--- config.mk ---
export PLATFORM = sky130hd
export DESIGN_NAME = rng_seed_collector
export DESIGN_NICKNAME = d
export VERILOG_FILES = /design/src/rtl/rng_seed_collector.sv
export SDC_FILE = /design/constraint.sdc
export NUM_CORES = 1
export LEC_CHECK = 0
export CORE_ASPECT_RATIO = 1.2
export CORE_UTILIZATION = 35
export CTS_CLUSTER_DIAMETER = 120
export DETAILED_ROUTE_END_ITERATION = 7
export PLACE_DENSITY = 0.52
export SKIP_CTS_REPAIR_TIMING = 1
export SYNTH_ARGS = -nofsm -noshare
export SYNTH_HDL_FRONTEND = slang
export SYNTH_SLANG_ARGS = --single-unit
--- constraint.sdc ---
create_clock -name clk -period 22.7 [get_ports clk]
set_clock_uncertainty 0.2 [all_clocks]
set_input_delay 4.54 -clock clk [delete_from_list [all_inputs] [get_ports clk]]
set_output_delay 4.54 -clock clk [all_outputs]
set_load 0.1 [all_outputs]
--- src/rtl/rng_seed_collector.sv ---
// rng_seed_collector: drives the ring-oscillator RNG enable, discards warm-up
// output, health-tests NUM_SAMPLES raw words and folds them into a 128-bit seed
// that is handed to the key/nonce logic over a valid/ready handshake.
module rng_seed_collector #(
    parameter int DISCARD     = 2,
    parameter int NUM_SAMPLES = 4,
    parameter int POP_TOL     = 32,
    parameter int BAD_LIMIT   = 2
) (
    input  logic         clk,
    input  logic         rst,
    input  logic         start,
    input  logic [127:0] raw_bits,
    output logic         rng_enable,
    output logic [127:0] seed,
    output logic         seed_valid,
    input  logic         seed_ready,
    output logic         busy,
    output logic         health_fail,
    output logic [1:0]   fail_code,
    input  logic         clear_fail
);

    typedef enum logic [2:0] {IDLE, WARMUP, SAMPLE, VALID, FAIL} state_t;

    localparam logic [3:0] WARM_LAST   = 4'(DISCARD - 1);
    localparam logic [3:0] SAMPLE_LAST = 4'(NUM_SAMPLES - 1);
    localparam logic [3:0] BAD_LIM     = 4'(BAD_LIMIT);
    localparam logic [7:0] POP_LO      = 8'(64 - POP_TOL);
    localparam logic [7:0] POP_HI      = 8'(64 + POP_TOL);

    state_t        state_q, state_d;
    logic [3:0]    warm_cnt_q, warm_cnt_d;
    logic [3:0]    sample_cnt_q, sample_cnt_d;
    logic [3:0]    bad_q, bad_d;
    logic [127:0]  acc_q, acc_d;
    logic [127:0]  prev_q, prev_d;
    logic [127:0]  seed_q, seed_d;
    logic          seed_valid_q, seed_valid_d;
    logic          rng_enable_q, rng_enable_d;
    logic          busy_q, busy_d;
    logic          health_fail_q, health_fail_d;
    logic [1:0]    fail_code_q, fail_code_d;

    logic [7:0]    pop;
    logic          is_stuck, is_repeat, is_biased, pop_fail;
    logic [3:0]    bad_inc;
    logic [127:0]  acc_fold;

    // Ones count of the current generator word.
    always_comb begin
        pop = '0;
        for (int i = 0; i < 128; i++) begin
            pop = pop + {7'd0, raw_bits[i]};
        end
    end

    // Health tests and the rotate-xor fold for the word presented this cycle.
    always_comb begin
        is_stuck  = (raw_bits == '0) || (raw_bits == '1);
        // The previous-word register is stale on the first sample of a request.
        is_repeat = (sample_cnt_q != 4'd0) && (raw_bits == prev_q);
        is_biased = (pop < POP_LO) || (pop > POP_HI);
        bad_inc   = bad_q + 4'd1;
        pop_fail  = is_biased && (bad_inc >= BAD_LIM);
        acc_fold  = {acc_q[126:0], acc_q[127]} ^ raw_bits;
    end

    // Next-state and next-output logic for the request sequencer.
    always_comb begin
        state_d       = state_q;
        warm_cnt_d    = warm_cnt_q;
        sample_cnt_d  = sample_cnt_q;
        bad_d         = bad_q;
        acc_d         = acc_q;
        prev_d        = prev_q;
        seed_d        = seed_q;
        seed_valid_d  = seed_valid_q;
        rng_enable_d  = rng_enable_q;
        health_fail_d = health_fail_q;
        fail_code_d   = fail_code_q;
        case (state_q)
            IDLE: begin
                if (start) begin
                    state_d      = WARMUP;
                    rng_enable_d = 1'b1;
                    acc_d        = '0;
                    warm_cnt_d   = '0;
                    sample_cnt_d = '0;
                    bad_d        = '0;
                end
            end
            WARMUP: begin
                if (warm_cnt_q == WARM_LAST) begin
                    state_d    = SAMPLE;
                    warm_cnt_d = '0;
                end else begin
                    warm_cnt_d = warm_cnt_q + 4'd1;
                end
            end
            SAMPLE: begin
                prev_d = raw_bits;
                if (is_stuck || is_repeat || pop_fail) begin
                    // A failing word is never folded; the partial seed is dropped.
                    state_d       = FAIL;
                    rng_enable_d  = 1'b0;
                    seed_d        = '0;
                    seed_valid_d  = 1'b0;
                    health_fail_d = 1'b1;
                    fail_code_d   = is_stuck ? 2'd1 : (is_repeat ? 2'd2 : 2'd3);
                end else begin
                    acc_d = acc_fold;
                    if (is_biased) bad_d = bad_inc;
                    if (sample_cnt_q == SAMPLE_LAST) begin
                        state_d      = VALID;
                        rng_enable_d = 1'b0;
                        seed_d       = acc_fold;
                        seed_valid_d = 1'b1;
                    end else begin
                        sample_cnt_d = sample_cnt_q + 4'd1;
                    end
                end
            end
            VALID: begin
                if (seed_ready) begin
                    state_d      = IDLE;
                    seed_valid_d = 1'b0;
                end
            end
            FAIL: begin
                if (clear_fail) begin
                    state_d       = IDLE;
                    health_fail_d = 1'b0;
                    fail_code_d   = 2'd0;
                end
            end
            default: state_d = IDLE;
        endcase
        busy_d = (state_d != IDLE);
    end

    // State and registered outputs; reset aborts any request in flight.
    always_ff @(posedge clk or posedge rst) begin
        if (rst) begin
            state_q       <= IDLE;
            warm_cnt_q    <= '0;
            sample_cnt_q  <= '0;
            bad_q         <= '0;
            acc_q         <= '0;
            prev_q        <= '0;
            seed_q        <= '0;
            seed_valid_q  <= 1'b0;
            rng_enable_q  <= 1'b0;
            busy_q        <= 1'b0;
            health_fail_q <= 1'b0;
            fail_code_q   <= 2'd0;
        end else begin
            state_q       <= state_d;
            warm_cnt_q    <= warm_cnt_d;
            sample_cnt_q  <= sample_cnt_d;
            bad_q         <= bad_d;
            acc_q         <= acc_d;
            prev_q        <= prev_d;
            seed_q        <= seed_d;
            seed_valid_q  <= seed_valid_d;
            rng_enable_q  <= rng_enable_d;
            busy_q        <= busy_d;
            health_fail_q <= health_fail_d;
            fail_code_q   <= fail_code_d;
        end
    end

    assign rng_enable  = rng_enable_q;
    assign seed        = seed_q;
    assign seed_valid  = seed_valid_q;
    assign busy        = busy_q;
    assign health_fail = health_fail_q;
    assign fail_code   = fail_code_q;

endmodule
=== After elaboration in Yosys (flattened, before gate mapping) ===
Cells that the tools add are included.

* Memories: 0
* ROM bits: 0
* Bits of input ports: 133
* Output and inout port bits: 134
* Latch bits: 0
* Word-level logic and storage cells: 222
* RAM bits: 0
* Bits in registers: 405

* Multiplexer cells: 37
* Order comparisons: 3
* Multiply operators: 0
* Shifts and indexed selects: 0
* Bitwise gates (word level): 1
* Equality and inequality tests: 16
* Divide/modulo/power cells: 0
* Reduce and logical (&&, ||, !) cells: 23
* Add/sub/neg operators: 130

{| class="wikitable"
|+ Operators by type and width
! cell !! count
|-
| adder 8 x 1 -> 8 bit || 120
|-
| two-way mux 128 bit || 4
|-
| case mux 128 bit (2 select lines) || 1
|-
| equality test 128 bit || 1
|-
| equality test 128 bit, second input constant || 1
|-
| logical NOT 128 bit || 1
|-
| bitwise XOR 128 bit || 1
|-
| two-way mux 4 bit || 6
|-
| case mux 4 bit (2 select lines) || 3
|-
| two-way mux 3 bit || 6
|-
| case mux 3 bit (5 select lines) || 1
|-
| != test 2 bit, second input constant || 7
|-
| adder 4 x 1 -> 4 bit, second input constant || 3
|-
| AND reduction 3 bit || 4
|-
| nonzero test 2 bit || 5
|-
| two-way mux 1 bit || 9
|-
| adder 7 x 1 -> 8 bit || 1
|-
| > comparator 8 x 7 -> 1 bit, second input constant || 1
|-
| < comparator 8 x 6 -> 1 bit, second input constant || 1
|-
| AND reduction 4 bit || 2
|-
| adder 6 x 1 -> 7 bit || 1
|-
| adder 5 x 1 -> 6 bit || 1
|-
| equality test 3 x 2 -> 1 bit, second input constant || 2
|-
| two-way mux 2 bit || 3
|-
| 18 further kinds || 25
|}

=== Depth between registers and ports, before layout ===
* Depth after elaboration: 134
* Gate-level depth with buffers: 29
* Mapped depth without buffers: 27

=== Worst setup path before layout ===
No wires, ideal clock.

* Path type: in2reg
* From: input port raw_bits[59]
* To: register seed_q[0] (netlist: seed[0])
* Setup time: 0.125 ns
* Slack: 10.286 ns
* Data required time: 22.375 ns
* Arrival: 12.090 ns
* Cell stages on the path: 28
* Path buffers: 2
* Path through: fa_1 -> inv_1 -> fa_1 -> inv_1 -> fa_1 -> inv_1 -> fa_1 -> inv_1 -> fa_1 -> inv_1 -> fa_1 -> fa_1 -> fa_1 -> fa_1 -> fa_1 -> inv_1 -> ha_1 -> fa_1 -> a211o_1 -> o211a_1 -> or4b_1 -> a21o_1 -> nand3_2 -> a211oi_2 -> a21o_2 -> buf_4 -> buf_6 -> o2bb2ai_1

* Longest elaborated chain between the ends: 75
* Elaborated cells on any way between the ends: 83
* Classes of those cells: add/sub (69); order compare (2); eq/ne (2); mux (1); reduce/logical (9)

{| class="wikitable"
|+ RTL lines
! what !! line !! source
|-
| from (decl) || 13 || <nowiki>input logic [127:0] raw_bits,</nowiki>
|-
| adder 8 x 1 -> 8 bit (69 in a row) || 54 || <nowiki>pop = pop + {7'd0, raw_bits[i]};</nowiki>
|-
| < comparator 8 x 6 -> 1 bit / > comparator 8 x 7 -> 1 bit (equally long branches) || 63 || <nowiki>is_biased = (pop < POP_LO) || (pop > POP_HI);</nowiki>
|-
| logical OR 1 bit || 63 ||
|-
| logical AND 1 bit || 65 || <nowiki>pop_fail = is_biased && (bad_inc >= BAD_LIM);</nowiki>
|-
| logical OR 1 bit * || 103 || <nowiki>if (is_stuck || is_repeat || pop_fail) begin</nowiki>
|-
| nonzero test 2 bit (no line) || -- ||
|-
| AND reduction 2 bit (no line) || -- ||
|-
| to (signal assigned) || 151 || <nowiki>seed_q <= '0;</nowiki>
|-
| to (signal assigned) || 164 || <nowiki>seed_q <= seed_d;</nowiki>
|-
| to (decl) || 38 || <nowiki>logic [127:0] seed_q, seed_d;</nowiki>
|}

Mark *: on every way between the ends. The rest lies on a longest branch, timed or not.
A chain may end at the register's enable or synchronous reset.

=== Worst setup path after layout ===
* From: input port raw_bits[59]
* To: register seed_q[67] (netlist: seed[67])

Same word-level chain as after synthesis.

==> impl_metrics.yaml <==
critical_path:
  worstPathArrival_ns: 14.22
  slowest_stage: "buf_4"
  cp.required_ns: 22.93
  path_common_cell: "fa_1"
  criticalPathCategory: "in -> reg"
  rrSetupSlack_ns: 17.65
  cp_num_buf_inv: 9
  crit_path_max_incr_delay_ns: 0.69
  critPathMaxFanout: 69
  crit_path_end_kind: "flip-flop"
  cp_top_family: "adder cells"
  setup.worst_path.start_class: "primary input"
yosys:
  syn_inst: 2028
  synthDistinctLibCells: 57
  synth_ff_type: "dfrtp_1"
  yosysMostFrequentCell: "dfrtp_1"
  yosys.area.top_type_share_pct: 45.98
  synth_nets: 2309
  synth_common_cells: "dfrtp_1 (405), nand2_1 (395), xnor2_1 (241)"
  synth_area_leader_cell: "dfrtp_1"
  synth_area_um2: 22040
  ys_warn_count: 0
  syn_avg_cell_area_um2: 10.87
  seq_area_frac_synth_pct: 45.98
  synth.area.top_cells: "dfrtp_1 (46%), fa_1 (10%), xnor2_1 (9.6%), nand2_1 (6.7%), mux2i_1 (5.9%)"
  synth-seq-cells: 405
  synthArstFlopShare_pct: 100.0
  synth_edf_count: 0
floorplan:
  core_um2: 62180
  row_count: 100
  die_area_um2: 63990
  io_pins: 267
  die_h_um: 276.9
  initial_core_util_pct: 35.44
  die_w_um: 231.1
clocking:
  path_clk_slew_ns: 0.06
  cts-buffers-inserted: 46
  cts-root-buf: "clkbuf_16"
  cts_tree: "built"
  clock_sinks: 405
  cts_buffer_depth: 3
  worst_skew_pair.late_latency_ns: 0.58
  htreeDepth: 2
placement:
  gp_congestion: 0.9171
  dpl_cell_area_um2: 25390
  port_buffers: 266
  hpwlAfterDp_um: 53000
global_route:
  grt_max_degree: 189
  grt_pass1_vias: 16800
  antenna_found_initial: 0
  grt_pass1_wl_um: 108200
  grt.overflow.total: 0
  grt.total_usage_pct: 22.58
route:
  route.detailed.drc: 0
  ant_nets: 0
  drtPass1Iterations: 5
  wl_per_cell_um: 22.60
  wl_met1_um: 30960
  finalWirelength_um: 70600
  vias: 15900
  maxUsedRoutingLayer: "met4"
  wl_met2_um: 34400
  viasPerCell: 5.091
  dr_wl_met3_um: 3384
  drtIter0Drc: 1156
job:
  drv_cap: 0
timing:
  fmax_mhz: 71.49
  slew_viol_final: 0
  relSlewSlack_pct: 20.36
  layout_worst_path_cycle_share_pct: 61.62
  fin_crit_ns: 13.99
  rsz0062_at_grt: "no"
  final-setup-viol-count: 0
  hold_viol_final: 0
  tightest_slew_ns: 1.195
  tns_ns: 0
finish:
  fin_area_um2: 26950
  num-fill-cells: 5838
  drive_above_1_share_pct: 4.636
  antenna-diode-count: 0
  area_growth_pct: 22.27
  finish.utilization_pct: 43.34
  final_nets: 2555
run_status:
  status: "finished, final reports clean"
min_path:
  hold_class: "reg -> reg"
## metal layers
| layer | GRT usage (%) | vias up |
|---|---|---|
| met5 | 0 | - |
| met4 | 6.130 | 0 |
| met3 | 3.079 | 96 |
| met2 | 37.46 | 434 |
| met1 | 30.79 | 8086 |
| li1 | - | 7288 |
## worst paths after layout
kind	startpoint	end	cells past startpoint
worst min register to register	seed[51]	seed[51]	1
worst min-delay path	seed[51]	seed[51]	1
max in group asynchronous	rst	prev_q[94]	3
worst max register to register	prev_q[66]	seed[67]	10
worst max-delay path	raw_bits[59]	seed[67]	29
min in group asynchronous	rst	seed[19]	2
## final cells by class
class,instances,area (µm²),share of cell area [%]
Clock inverter,17,249.0,0.9239
Timing Repair Buffer,286,2825,10.48
Clock buffer,65,1314,4.875
Multi-Input combinational cell,1354,10720,39.78
Inverter,181,686.9,2.549
Tap cell,816,1021,3.788
Sequential cell,405,10130,37.60
## flip-flops by register name (all words and copies together), names as in the netlist
| name | cells |
|---|---|
| acc_q | 128 |
| bad_q | 4 |
| busy | 1 |
| fail_code | 2 |
| health_fail | 1 |
| prev_q | 128 |
| rng_enable | 1 |
| sample_cnt_q | 4 |
| seed | 128 |
| seed_valid | 1 |
| state_q | 3 |
| warm_cnt_q | 4 |
## metrics by stage
step	std cells	worst slack, ns	hold slack [ns]
6_report	3124	8.712	0.2845
5_1_grt	3124	8.211	0.3031
4_1_cts	3124	8.648	0.2897
3_5_place_dp	3042	8.068	0.2727
3_3_place_gp	3042	8.114	0.2728
2_1_floorplan	2028	6.694	0.2641
## cells by family (layout without fill, tap and decap cells)
kind of cell	after synthesis	count (layout)	share of synthesized area [%]
and+or+nand+nor	562	562	11.48
adders and majority gates	148	148	12.32
muxes	131	131	5.949
buffers and inverters	269	549	5.489
xor gates and xnor gates	253	253	10.05
AOI/OAI and AO/OA	260	260	8.731
DFF	405	405	45.98
## worst register-to-register path, cell delays in order, from the launching register on
cell	delay, ns
dfrtp_1	0.41
xnor2_1	0.46
nand4_1	0.14
a2111oi_0	0.95
nand3_1	0.35
nor4_4	0.62
a21oi_4	0.13
nand4_1	0.13
buf_4	0.54
buf_4	0.70
o2bb2ai_1	0.27
## cells in the final DEF (no fill, tap or decap), types with 3 or more instances in the layout
master / netlist / routed
dfrtp_1: 405 / 405
nand2_1: 395 / 394
clkdlybuf4s50_1: 0 / 266
xnor2_1: 241 / 241
inv_1: 180 / 179
mux2i_1: 131 / 131
o2bb2ai_1: 130 / 130
fa_1: 115 / 115
o21ai_0: 85 / 85
nand4_1: 70 / 70
nor4_1: 49 / 49
clkbuf_16: 0 / 47
ha_1: 33 / 33
buf_4: 3 / 19
xor2_1: 12 / 12
clkbuf_1: 44 / 11
nand3_1: 9 / 9
nor2_1: 8 / 7
a21o_1: 7 / 7
a21oi_1: 7 / 7
clkinv_2: 0 / 7
clkbuf_8: 0 / 7
nor3_1: 6 / 6
bufinv_16: 0 / 6
nand3b_1: 3 / 3
and4_1: 3 / 3
a31oi_1: 3 / 3
or2_2: 4 / 3
nand2b_1: 3 / 3
a22oi_1: 3 / 3
Power is not shown: default switching activity piles up to over one toggle a cycle in this logic, so the estimate is an artifact.
